### src/rtl/cpu_datapath.sv
// cpu_datapath: 16-bit 4-stage pipelined datapath (F/DC/EX/AC) steered entirely by external strobes.
module cpu_datapath (
   input  logic             clk,
   input  logic             reset,
   output logic [15:0]      o_pc_addr,
   input  logic [15:0]      i_pc_rddata,
   output logic [15:0]      o_ldst_addr,
   output logic [15:0]      o_ldst_wrdata,
   input  logic [15:0]      i_ldst_rddata,
   output logic [7:0][15:0] o_tb_regs,
   input  logic             ld_pc,
   input  logic [1:0]       pc_in_sel,
   input  logic [1:0]       pc_addr_sel,
   input  logic             ld_rx,
   input  logic             ld_ry,
   input  logic             ld_pc_dc,
   input  logic             ld_ir_dc,
   input  logic [1:0]       sel_alu_a,
   input  logic [1:0]       sel_alu_b,
   input  logic             addsub,
   input  logic             ld_alu_r,
   input  logic             ld_nz,
   input  logic             ld_pc_ex,
   input  logic             ld_ir_ex,
   input  logic             ld_pc_ac,
   input  logic             ld_ir_ac,
   input  logic             wr_en,
   input  logic [1:0]       sel_datain,
   output logic [15:0]      r_ir_dc,
   output logic [15:0]      r_ir_ex,
   output logic [15:0]      r_ir_ac,
   output logic             r_n,
   output logic             r_z
);
   logic [15:0] pc, pc_dc, pc_ex, pc_ac, rx_dc, ry_dc, alu_r, op_a_r, op_b_r;
   logic [7:0][15:0] regs;
   logic [15:0] alu_a, alu_b, alu_res, wb_data, pc_next, rx_val, ry_val;
   logic [2:0] dest, rx_idx, ry_idx;
   always_comb begin
      wb_data = sel_datain == 2'd0 ? alu_r :
                sel_datain == 2'd1 ? i_ldst_rddata :
                sel_datain == 2'd2 ? op_b_r : pc_ac;
      dest    = sel_datain == 2'd3 ? 3'd7 : r_ir_ac[7:5];
      alu_a   = sel_alu_a == 2'd0 ? rx_dc :
                sel_alu_a == 2'd1 ? pc_ex :
                sel_alu_a == 2'd2 ? alu_r : wb_data;
      alu_b   = sel_alu_b == 2'd0 ? ry_dc :
                sel_alu_b == 2'd1 ? {{8{r_ir_ex[15]}}, r_ir_ex[15:8]} :
                sel_alu_b == 2'd2 ? {{4{r_ir_ex[15]}}, r_ir_ex[15:5], 1'b0} : alu_r;
      alu_res = addsub ? alu_a - alu_b : alu_a + alu_b;
      o_pc_addr = pc_addr_sel == 2'd1 ? alu_res :
                  pc_addr_sel == 2'd2 ? alu_a : pc;
      pc_next = pc_in_sel == 2'd0 ? o_pc_addr + 16'd2 :
                pc_in_sel == 2'd1 ? alu_res :
                pc_in_sel == 2'd2 ? alu_a : o_pc_addr;
      rx_idx  = r_ir_dc[7:5];
      ry_idx  = r_ir_dc[10:8];
      // Write-through: a read of the register being written sees the new value
      rx_val  = (wr_en && dest == rx_idx) ? wb_data : regs[rx_idx];
      ry_val  = (wr_en && dest == ry_idx) ? wb_data : regs[ry_idx];
   end
   always_ff @(posedge clk) begin
      if (reset) begin
         pc      <= '0;
         pc_dc   <= '0;
         pc_ex   <= '0;
         pc_ac   <= '0;
         r_ir_dc <= '0;
         r_ir_ex <= '0;
         r_ir_ac <= '0;
         rx_dc   <= '0;
         ry_dc   <= '0;
         alu_r   <= '0;
         op_a_r  <= '0;
         op_b_r  <= '0;
         r_n     <= 1'b0;
         r_z     <= 1'b0;
         regs    <= '0;
      end else begin
         if (ld_pc)    pc      <= pc_next;
         if (ld_ir_dc) r_ir_dc <= i_pc_rddata;
         if (ld_pc_dc) pc_dc   <= o_pc_addr + 16'd2;
         if (ld_rx)    rx_dc   <= rx_val;
         if (ld_ry)    ry_dc   <= ry_val;
         if (ld_pc_ex) pc_ex   <= pc_dc;
         if (ld_ir_ex) r_ir_ex <= r_ir_dc;
         if (ld_alu_r) begin
            alu_r  <= alu_res;
            op_a_r <= alu_a;
            op_b_r <= alu_b;
         end
         if (ld_nz) begin
            r_n <= alu_res[15];
            r_z <= alu_res == 16'd0;
         end
         if (ld_pc_ac) pc_ac   <= pc_ex;
         if (ld_ir_ac) r_ir_ac <= r_ir_ex;
         if (wr_en)    regs[dest] <= wb_data;
      end
   end
   assign o_ldst_addr   = op_b_r;
   assign o_ldst_wrdata = op_a_r;
   assign o_tb_regs     = regs;
endmodule

### config.mk
export PLATFORM = sky130hd
export DESIGN_NAME = cpu_datapath
export DESIGN_NICKNAME = d
export VERILOG_FILES = /design/src/rtl/cpu_datapath.sv
export SDC_FILE = /design/constraint.sdc
export NUM_CORES = 1
export LEC_CHECK = 0
export CAP_MARGIN = 20
export CORE_UTILIZATION = 25
export CTS_CLUSTER_SIZE = 28
export DETAILED_ROUTE_END_ITERATION = 6
export GPL_TIMING_DRIVEN = 0
export PLACE_DENSITY = 0.41
export SLEW_MARGIN = 5
export SYNTH_ARGS = -nofsm -noshare
export SYNTH_HDL_FRONTEND = slang
export SYNTH_SLANG_ARGS = --single-unit
### constraint.sdc
create_clock -name clk -period 7.9 [get_ports clk]
set_input_delay 1.58 -clock clk [delete_from_list [all_inputs] [get_ports clk]]
set_output_delay 1.58 -clock clk [all_outputs]
set_load 0.02 [all_outputs]
==> flow_summary.toml, run 1 <==
[run_status]
status = "completed"

[yosys]
seq_area_frac_synth = 0.3753
synthArstFlopShare = 0
synthCells = 1890
synth_cell_type_count = 75
syn_area_per_cell_um2 = 9.087
ys_ff_latch = 322
synth-main-ff-cell = "dfxtp_1"
syn_nets = 1965
syn_area_um2 = 17170
yosys_warnings = 0
synth_edf_count = 0

[sta]
finalMaxSlewViolations = 0
finalHoldViolCount = 0
fmax_mhz = 129.7
rsz0062_at_grt = "false"
period_share = 0.9763
tightest_slew_ns = 1.073
setup_viol = 0
relSlewSlack = 0.2798
skew_ns = 0.03101
fin_crit_ns = 7.713
worst_slack_ns = 0.1874

[clock_tree]
htree_levels = 2
cts_sinks = 322
cts-root-buf = "clkbuf_16"
clkLatencyLatePin_ns = 0.60
numCtsBuffers = 42
cts_tree = "built"
hold_buffers = 0
path_clk_slew_ns = 0.06
cts_max_path_buffers = 3

[global_route]
grt_usage = 0.2215
grt_pass1_vias = 15810
grt-ovfl-total = 0
antenna_found_initial = 1
grt_max_degree = 13
grt_pass1_wl_um = 113400

[drt]
drt_iter0_markers = 1103
viasPerCell = 5.102
wl_per_cell_um = 25.33
drc = 0
dr.pass1.iters = 5
vias = 15860
ant_nets = 0
totalWireLength_um = 78720

[setup_path]
crit_path_end_kind = "primary output"
slowest_delay_ns = 0.68
crit_required_ns = 6.32
worstPathArrival_ns = 6.13
critPathTopFamily = "buffers and inverters"
cp-start-kind = "primary input"
cp_max_fo = 10
critPathBufInv = 6
crit_type = "primary input to primary output"
path_cells = "buf_2 -> buf_4 -> clkbuf_2 -> mux4_2 -> mux4_2 -> inv_1 -> ha_1 -> fa_1 -> nor2b_1 -> o31a_1 -> o31a_1 -> o21ai_1 -> and2_1 -> clkbuf_1 -> clkdlybuf4s50_1"
crit_slowest_cell = "clkdlybuf4s50_1"

[placed_design]
place_ws_ns = -0.8480
dpl.hpwl_um = 62250
port_buffers = 265
placed_area_um2 = 20930
gp_congestion = 0.8834
dp_cells = 3029

[cells_and_area]
diodes = 0
final_cell_mix = "322 x dfxtp_1, 284 x nand2_1, 261 x clkdlybuf4s50_1, 230 x nor2_1, 186 x a21oi_1"
fin_cells = 3108
multi_input_area_um2 = 10060
final_nets = 2283
nFillCells = 7007
area.sequential_um2 = 6446
final_common_cell = "dfxtp_1"
synthToLayoutAreaGrowth_pct = 30.68
drive_gt1_frac = 0.1047
fin_area_um2 = 22440

[pwr]
p_per_area_nw_per_um2 = 241.2
peakVddDrop_uv = 165.3
cellLeakagePower_nw = 8.188
power_w = 0.005414

[die]
std_cell_rows = 95
start_util = 0.2544
fp.dieW_um = 264.1
die_area_um2 = 69750
io-pin-count = 283
dieHeight_um = 264.1
core-area_um2 = 67510

[flow_run]
maxCapViolCount = 0

[hold_path]
hold_path.class = "flop to flop"
==> flip-flops by register name, summed over array words and instances, names as in the netlist <==
name,flops
alu_r,16
r_ir_ex,16
o_ldst_addr,16
pc_ac,16
r_n,1
o_tb_regs,128
r_ir_dc,16
pc,16
ry_dc,16
rx_dc,16
pc_dc,16
o_ldst_wrdata,16
pc_ex,16
r_z,1
r_ir_ac,16
==> Yosys cell counts (12+ instances only) <==
master      n  share of area
dfxtp_1   322           0.38
o211ai_1   38          0.017
nand2_1   284          0.062
xnor2_1    23          0.012
o21ai_0    21         0.0061
inv_1      27         0.0059
nand2b_1   41          0.015
ha_1       17          0.012
xor2_1     17         0.0087
clkbuf_1  141          0.031
nand3_1    16         0.0047
nor3_1     20         0.0058
mux2i_1   181           0.11
mux4_2     94           0.12
a21oi_1   189          0.055
mux2_2     12         0.0079
a211oi_1   23          0.010
nor2_1    231          0.050
==> cell families after synthesis <==
| kind of cell | Yosys count | share of synthesized area |
|---|---|---|
| DFF | 322 | 0.3753 |
| AOI/OAI and AO/OA | 367 | 0.1346 |
| adders and majority gates | 18 | 0.01355 |
| xor gates and xnor gates | 40 | 0.02040 |
| buffers and inverters | 192 | 0.04430 |
| and+or+nand+nor | 658 | 0.1660 |
| muxes | 293 | 0.2458 |
==> worst reg2reg max path, stage by stage, from the launching register on <==
cell and delay (ns):
dfxtp_1 0.40, mux4_1 0.67, nor4_4 0.36, and3b_2 0.29, a21oi_1 0.10, xnor2_1 0.17, ha_1 0.28, clkbuf_1 0.32
a211o_1 0.24, o32ai_1 0.09, a31oi_1 0.43, o211ai_1 0.17, buf_4 0.19, o21a_1 0.24, a2111oi_4 0.41, nand2_1 0.15
nor4b_1 0.45, xnor2_1 0.26, a211oi_2 0.12
==> where the power goes <==
| part | internal (W) | switching [W] | total (W) |
|---|---|---|---|
| clock | 0.00112 | 0.000791 | 0.00191 |
| sequential | 0.00171 | 0.000123 | 0.00184 |
| combinational | 0.000619 | 0.00104 | 0.00166 |
| total | 0.00346 | 0.00196 | 0.00541 |
==> per-layer routing <==
metal  global-route usage  routed length [um]  part of all wire  vias up
met5                    0                  15           0.00019        -
met4              0.06128                1993             0.025        2
met3              0.02703                3923             0.050       98
met2               0.3793               38190              0.49      523
met1               0.2917               34590              0.44     7874
li1                     -                   -                 -     7359
==> repair_timing <==
action,4_1_cts,5_1_grt
setup endpoints to repair,11,9
buffers inserted,4,4
resized for setup,17,19
pin swaps,2,3
==> per-stage QoR <==
step / utilization / setup TNS (ns) / hold WS, ns
detailed placement: 0.3100 / -5.131 / 0.4654
CTS: 0.3313 / 0 / 0.4758
global route: 0.3324 / 0 / 0.5011
finish: 0.3324 / 0 / 0.4743
global placement: 0.3098 / -5.036 / 0.4595
floorplan: - / 0 / 0.4452
==> path summary, 6_finish.rpt <==
kind	endpoint	cells past startpoint	from	slack, ns
worst max register to register	pc_dc[15]	18	r_ir_ex[13]	2.41
worst min register to register	rx_dc[6]	2	rx_dc[6]	0.47
worst max-delay path	o_pc_addr[6]	15	sel_datain[1]	0.19
worst min-delay path	rx_dc[6]	2	rx_dc[6]	0.47
==> cell type report <==
class	count	area share
inverters	27	0.004516
well taps	873	0.04867
clock inverters	10	0.006411
clock buffers	61	0.05358
multi-input cells	1376	0.4485
repair buffers	274	0.1215
plain buffers	165	0.02966
flip-flops and latches	322	0.2872
Power figures use the tool's default switching activity.
==> run 2, diff against run 1 <==
ABC_AREA = 1   (was unset)
PLACE_DENSITY = 0.4   (was 0.41)
==> run 2 against run 1 <==
  * The flow now finishes with violations (DRC)
  * Count of clock-buffer cells in the layout down 3
  * Flip-flop and latch count is the same
  * Die area rose by 5.1%
  * Clock skew increased by 0.00070 ns
  * Clock power barely moved
  * Combinational power barely moved
  * Setup slack improved by 0.068 ns
  * Utilization shrank 0.28 points
  * Register-to-register slack better by 0.80 ns
  * Critical path type unchanged
  * Synthesized cell count rose by 45%
==> flow_summary.toml, run 2 <==
[cells_and_area]
synthToLayoutAreaGrowth_pct = 30.45
final_common_cell = "a21oi_1"
largest_reg_flops = 128
drive_gt1_frac = 0.07076
nFillCells = 7817
fin_util = 0.3296
final_nets = 3140
fin_cells = 4051
final_cell_mix = "414 x a21oi_1, 394 x o21ai_0, 362 x nand2_1, 361 x inv_1, 322 x dfxtp_1"

[yosys]
synthCells = 2734
syn_area_per_cell_um2 = 6.606
synth_edf_count = 0
syn_area_um2 = 18060
synthArstFlopShare = 0
ys_ff_latch = 322
syn_nets = 2809
synthTopCellsByArea = "dfxtp_1 36%, a21oi_1 11%, o21ai_0 11%"
seq_area_frac_synth = 0.3569
yosysTopAreaCell = "dfxtp_1"
synth_cell_type_count = 55
synth-main-ff-cell = "dfxtp_1"
yosysMostFrequentCell = "a21oi_1"
yosys_warnings = 0
synth_top_area_share = 0.3569
synthTopCellsByCount = "415 x a21oi_1, 394 x o21ai_0, 365 x nand2_1"

[clock_tree]
cts_sinks = 322
numCtsBuffers = 42
cts_max_path_buffers = 3
hold_buffers = 0
cts_tree = "built"
htree_levels = 2
cts-root-buf = "clkbuf_16"
path_clk_slew_ns = 0.06
clkLatencyLatePin_ns = 0.59

[hold_path]
whs_endpoint = "pc_ex[8]"
min_path_cells = 2
hold_path.class = "flop to flop"
hold_start = "pc_dc[8]"

[global_route]
grt_pass1_vias = 19360
gr-usage-met2 = 0.4377
grt-ovfl-total = 0
antenna_found_initial = 4
grt_max_degree = 13
grt_usage = 0.2790
grt_pass1_wl_um = 147700
grt_util_met3 = 0.05556
use_met1 = 0.3877
busiest_layer = "met2"

[placed_design]
dpl.hpwl_um = 85780
dp_cells = 3963
port_buffers = 276
gp_congestion = 0.9615

[die]
core-area_um2 = 71490
io-pin-count = 283
fp.dieW_um = 270.8
start_util = 0.2527
dieHeight_um = 270.8
die_area_um2 = 73320
std_cell_rows = 98

[sta]
fmax_mhz = 130.8
finalHoldViolCount = 0
period_share = 0.9677
finalMaxSlewViolations = 0
setup_viol = 0
fin_crit_ns = 7.645
skew_ns = 0.03172
relSlewSlack = 0.2500
rsz0062_at_grt = "true"
tightest_slew_ns = 1.121

[pwr]
peakVddDrop_uv = 136.4
cellLeakagePower_nw = 10.12
p_per_area_nw_per_um2 = 232.6

[drt]
vias = 20730
totalWireLength_um = 105800
ant_nets = 0
drt_iter0_markers = 2075
dr.pass1.iters = 7
wl_per_cell_um = 26.12
viasPerCell = 5.116
drc = 6

[setup_path]
crit_required_ns = 6.32
cp-start-kind = "primary input"
r2r_slack_ns = 3.21
crit_start = "sel_datain[1]"
path_cells = "clkdlybuf4s50_1 -> buf_6 -> buf_4 -> o22ai_1 -> a21oi_2 -> clkinv_4 -> nand2_1 -> o211ai_1 -> nand2_1 -> inv_1 -> ha_1 -> fa_1 -> inv_1 -> nand3_1 -> nand3_1 -> nand2_1 -> nand3_1 -> nand2_1 -> a21oi_4 -> clkdlybuf4s50_1"
r2r_end = "pc_dc[11]"
cp_max_fo = 10
worstPathArrival_ns = 6.06
worst_r2r_startpoint = "alu_r[0]"
crit_type = "primary input to primary output"
path_common_cell = "nand2_1"
reg2reg_depth = 24
crit_path_end_kind = "primary output"
crit_slowest_cell = "clkdlybuf4s50_1"
slowest_delay_ns = 0.68

[flow_run]
maxCapViolCount = 0

[run_status]
status = "finished, violations left"
violations = "DRC"
==> run 2: where the power goes <==
group | switching (W) | internal (W)
logic | 0.00115 | 0.000504
registers | 0.000136 | 0.00174
clock network | 0.000797 | 0.00115
total | 0.00208 | 0.00340
==> run 2: layer usage <==
metal | up-vias | part of all wire
li1 | 9696 | -
met1 | 10060 | 0.46
met2 | 862 | 0.44
met3 | 110 | 0.077
met4 | 2 | 0.022
met5 | - | 0.00016
==> run 2: worst max-delay path, delay by kind of cell <==
kind / cells / cell delay, ns
buffers and inverters: 7 / 2.08
and+or+nand+nor: 7 / 0.87
AOI/OAI and AO/OA: 4 / 0.85
adders and majority gates: 2 / 0.66
==> run 2: worst max path at each step <==
| stage | slack, ns | cells past startpoint | to |
|---|---|---|---|
| detailed placement | -0.68 | 19 | o_pc_addr[6] |
| global route | -0.07 | 28 | o_pc_addr[15] |
| floorplan | 1.81 | 28 | o_pc_addr[15] |
| finish | 0.26 | 20 | o_pc_addr[10] |
| global placement | -0.70 | 19 | o_pc_addr[6] |
| CTS | -0.09 | 19 | o_pc_addr[6] |
==> run 2: logic make-up (layout without fill, tap and decap cells) <==
family	after synthesis	in the layout	share of synthesized area
xor gates and xnor gates	30	30	0.01496
AOI/OAI and AO/OA	954	954	0.2865
adders and majority gates	18	18	0.01289
other	0	6	0
and+or+nand+nor	851	851	0.2061
DFF	322	322	0.3569
buffers and inverters	559	920	0.1227
==> run 2: area by class of cell <==
| class | count | area, um^2 | share of cell area |
|---|---|---|---|
| clock inverters | 16 | 188.9 | 0.008019 |
| inverters | 396 | 1506 | 0.06394 |
| plain buffers | 163 | 714.4 | 0.03032 |
| repair buffers | 287 | 2861 | 0.1215 |
| diodes | 6 | 15.01 | 0.0006373 |
| multi-input cells | 1853 | 9458 | 0.4014 |
| flip-flops and latches | 322 | 6446 | 0.2736 |
| clock buffers | 58 | 1181 | 0.05013 |
| well taps | 950 | 1189 | 0.05045 |
==> run 2: what timing repair did <==
action                                  4_1_cts  5_1_grt
setup buffers                                 3        5
endpoints found under the hold margin         0        0
gates resized for setup                       7       15
pin swaps                                     3        3
endpoints found under the setup margin        9        8
==> run 2: stage by stage <==
step / setup TNS (ns) / area (um^2) / worst slack [ns] / total power [W] / hold WS [ns]
6_report: 0 / 23560 / 0.2553 / 0.005479 / 0.4575
5_1_grt: -0.06869 / 23550 / -0.06869 / 0.005709 / 0.4844
4_1_cts: -0.08600 / 23460 / -0.08600 / 0.005477 / 0.4632
3_5_place_dp: -2.781 / 22040 / -0.6781 / 0.003514 / 0.4519
3_3_place_gp: -2.980 / 22010 / -0.7050 / 0.003514 / 0.4486
2_1_floorplan: 0 / 18060 / 1.809 / 0.002746 / 0.4339
==> run 3, diff against run 2 <==
CORE_MARGIN = 3   (was unset)
GPL_TIMING_DRIVEN = unset   (was 0)
==> run 3 against run 2 <==
  * The run now ends clean
  * First-iteration DRC count shrank 17%
  * Non-clock buffer count shrank 124
  * Hold slack better by 0.0022 ns
  * Via count down 4.9%
  * Sequential power barely moved
==> flow_summary.toml, run 3 (synthesis gave the netlist of run 2 again) <==
[die]
die_area_um2 = 75500
std_cell_rows = 97
io-pin-count = 283
core-area_um2 = 70760
start_util = 0.2553
dieHeight_um = 274.8
fp.dieW_um = 274.8

[cells_and_area]
fin_util = 0.3272
largest_reg_flops = 128
final_cell_mix = "415 x a21oi_1, 394 x o21ai_0, 365 x nand2_1, 360 x inv_1, 320 x dfxtp_1"
drive_gt1_frac = 0.08350
synthToLayoutAreaGrowth_pct = 28.17
final_common_cell = "a21oi_1"
fin_cells = 3911
final_nets = 3017
nFillCells = 7637

[placed_design]
dp_cells = 3837
gp_congestion = 0.9321
dpl.hpwl_um = 70730
place_ws_ns = 0.2907
port_buffers = 282

[global_route]
grt_pass1_vias = 18510
grt-ovfl-total = 0
antenna_found_initial = 5
grt_usage = 0.2414
grt_pass1_wl_um = 133900
grt_max_degree = 75

[pwr]
p_per_area_nw_per_um2 = 236.6
peakVddDrop_uv = 167.3
power_w = 0.005477
cellLeakagePower_nw = 10.03

[setup_path]
slowest_delay_ns = 0.63
path_cells = "clkdlybuf4s50_1 -> buf_4 -> nand2_2 -> nand3_1 -> nand2_1 -> nand2_2 -> o21ai_1 -> nand2_1 -> ha_1 -> nand2_1 -> nor2_1 -> nand2_1 -> nand3_1 -> nand2_1 -> nand3b_1 -> o21ai_0 -> inv_1 -> nand2_1 -> inv_2 -> clkdlybuf4s50_1"
crit_path_end_kind = "primary output"
critPathTopFamily = "simple AND/OR/NAND/NOR gates"
crit_required_ns = 6.32
reg2reg_depth = 24
critPathBufInv = 5
cp-start-kind = "primary input"
crit_type = "primary input to primary output"
cp_max_fo = 14
path_common_cell = "nand2_1"
worstPathArrival_ns = 5.79
crit_slowest_cell = "clkdlybuf4s50_1"
crit_cells = 20

[sta]
setup_viol = 0
worst_slack_ns = 0.5310
relSlewSlack = 0.2801
skew_ns = 0.02957
period_share = 0.9328
fmax_mhz = 135.7
tightest_slew_ns = 1.079
fin_crit_ns = 7.369
setup_tns_ns = 0
finalMaxSlewViolations = 0
rsz0062_at_grt = "false"
finalHoldViolCount = 0

[clock_tree]
cts-root-buf = "clkbuf_16"
cts_tree = "built"
cts_sinks = 322
cts_max_path_buffers = 3
numCtsBuffers = 43
path_clk_slew_ns = 0.06
hold_buffers = 0
htree_levels = 2
cts_setup_buffers = 0
clkLatencyLatePin_ns = 0.58

[flow_run]
maxCapViolCount = 0

[drt]
ant_nets = 0
vias = 19710
wl_per_cell_um = 23.93
viasPerCell = 5.040
dr.pass1.iters = 7
totalWireLength_um = 93600
drt_iter0_markers = 1718
drc = 0

[hold_path]
hold_path.class = "flop to flop"
min_path_cells = 2

[run_status]
status = "completed"
run 3: per-stage QoR:
step                area (um^2)  hold slack, ns
floorplan                 18060          0.4339
global placement          21680          0.4413
detailed placement        21680          0.4485
CTS                       23140          0.4600
global route              23150          0.4864
finish                    23150          0.4597
run 3: path summary, 6_finish.rpt:
path,to,slack [ns],start
min reg2reg,pc_ex[4],0.46,pc_dc[4]
max reg2reg,pc_dc[11],3.23,o_ldst_addr[0]
max,o_pc_addr[5],0.53,sel_datain[0]
min,pc_ex[4],0.46,pc_dc[4]
run 3: routing by layer:
layer  vias to the layer above  GRT usage  share of wire
met1                      9476     0.3393           0.46
met5                         -          0        0.00028
met2                       698     0.3876           0.45
met3                       103    0.03567          0.062
met4                         4    0.05906          0.022
li1                       9431          -              -
run 3: what timing repair did:
action | CTS | global route
endpoints found under the hold margin | 0 | 0
endpoints found under the setup margin | 0 | 4
gates resized for setup | 0 | 3
run 3: layout make-up:
cell class / instances / area [um^2] / area share
diodes: 1 / 2.502 / 0.0001081
clock buffers: 55 / 1222 / 0.05281
clock inverters: 18 / 241.5 / 0.01043
inverters: 396 / 1506 / 0.06507
multi-input cells: 1853 / 9427 / 0.4072
flip-flops and latches: 322 / 6449 / 0.2786
well taps: 940 / 1176 / 0.05081
repair buffers: 326 / 3126 / 0.1350
run 3: worst min-delay path: cells and delay by family (launching register included):
kind / cells / cell delay [ns]
flip-flops: 1 / 0.29
buffers and inverters: 1 / 0.06
AO/OA/AOI/OAI: 1 / 0.06
run 3: power by group:
part	switching, W	internal, W
registers	0.000133	0.00175
logic	0.00106	0.000488
clock network	0.000801	0.00125
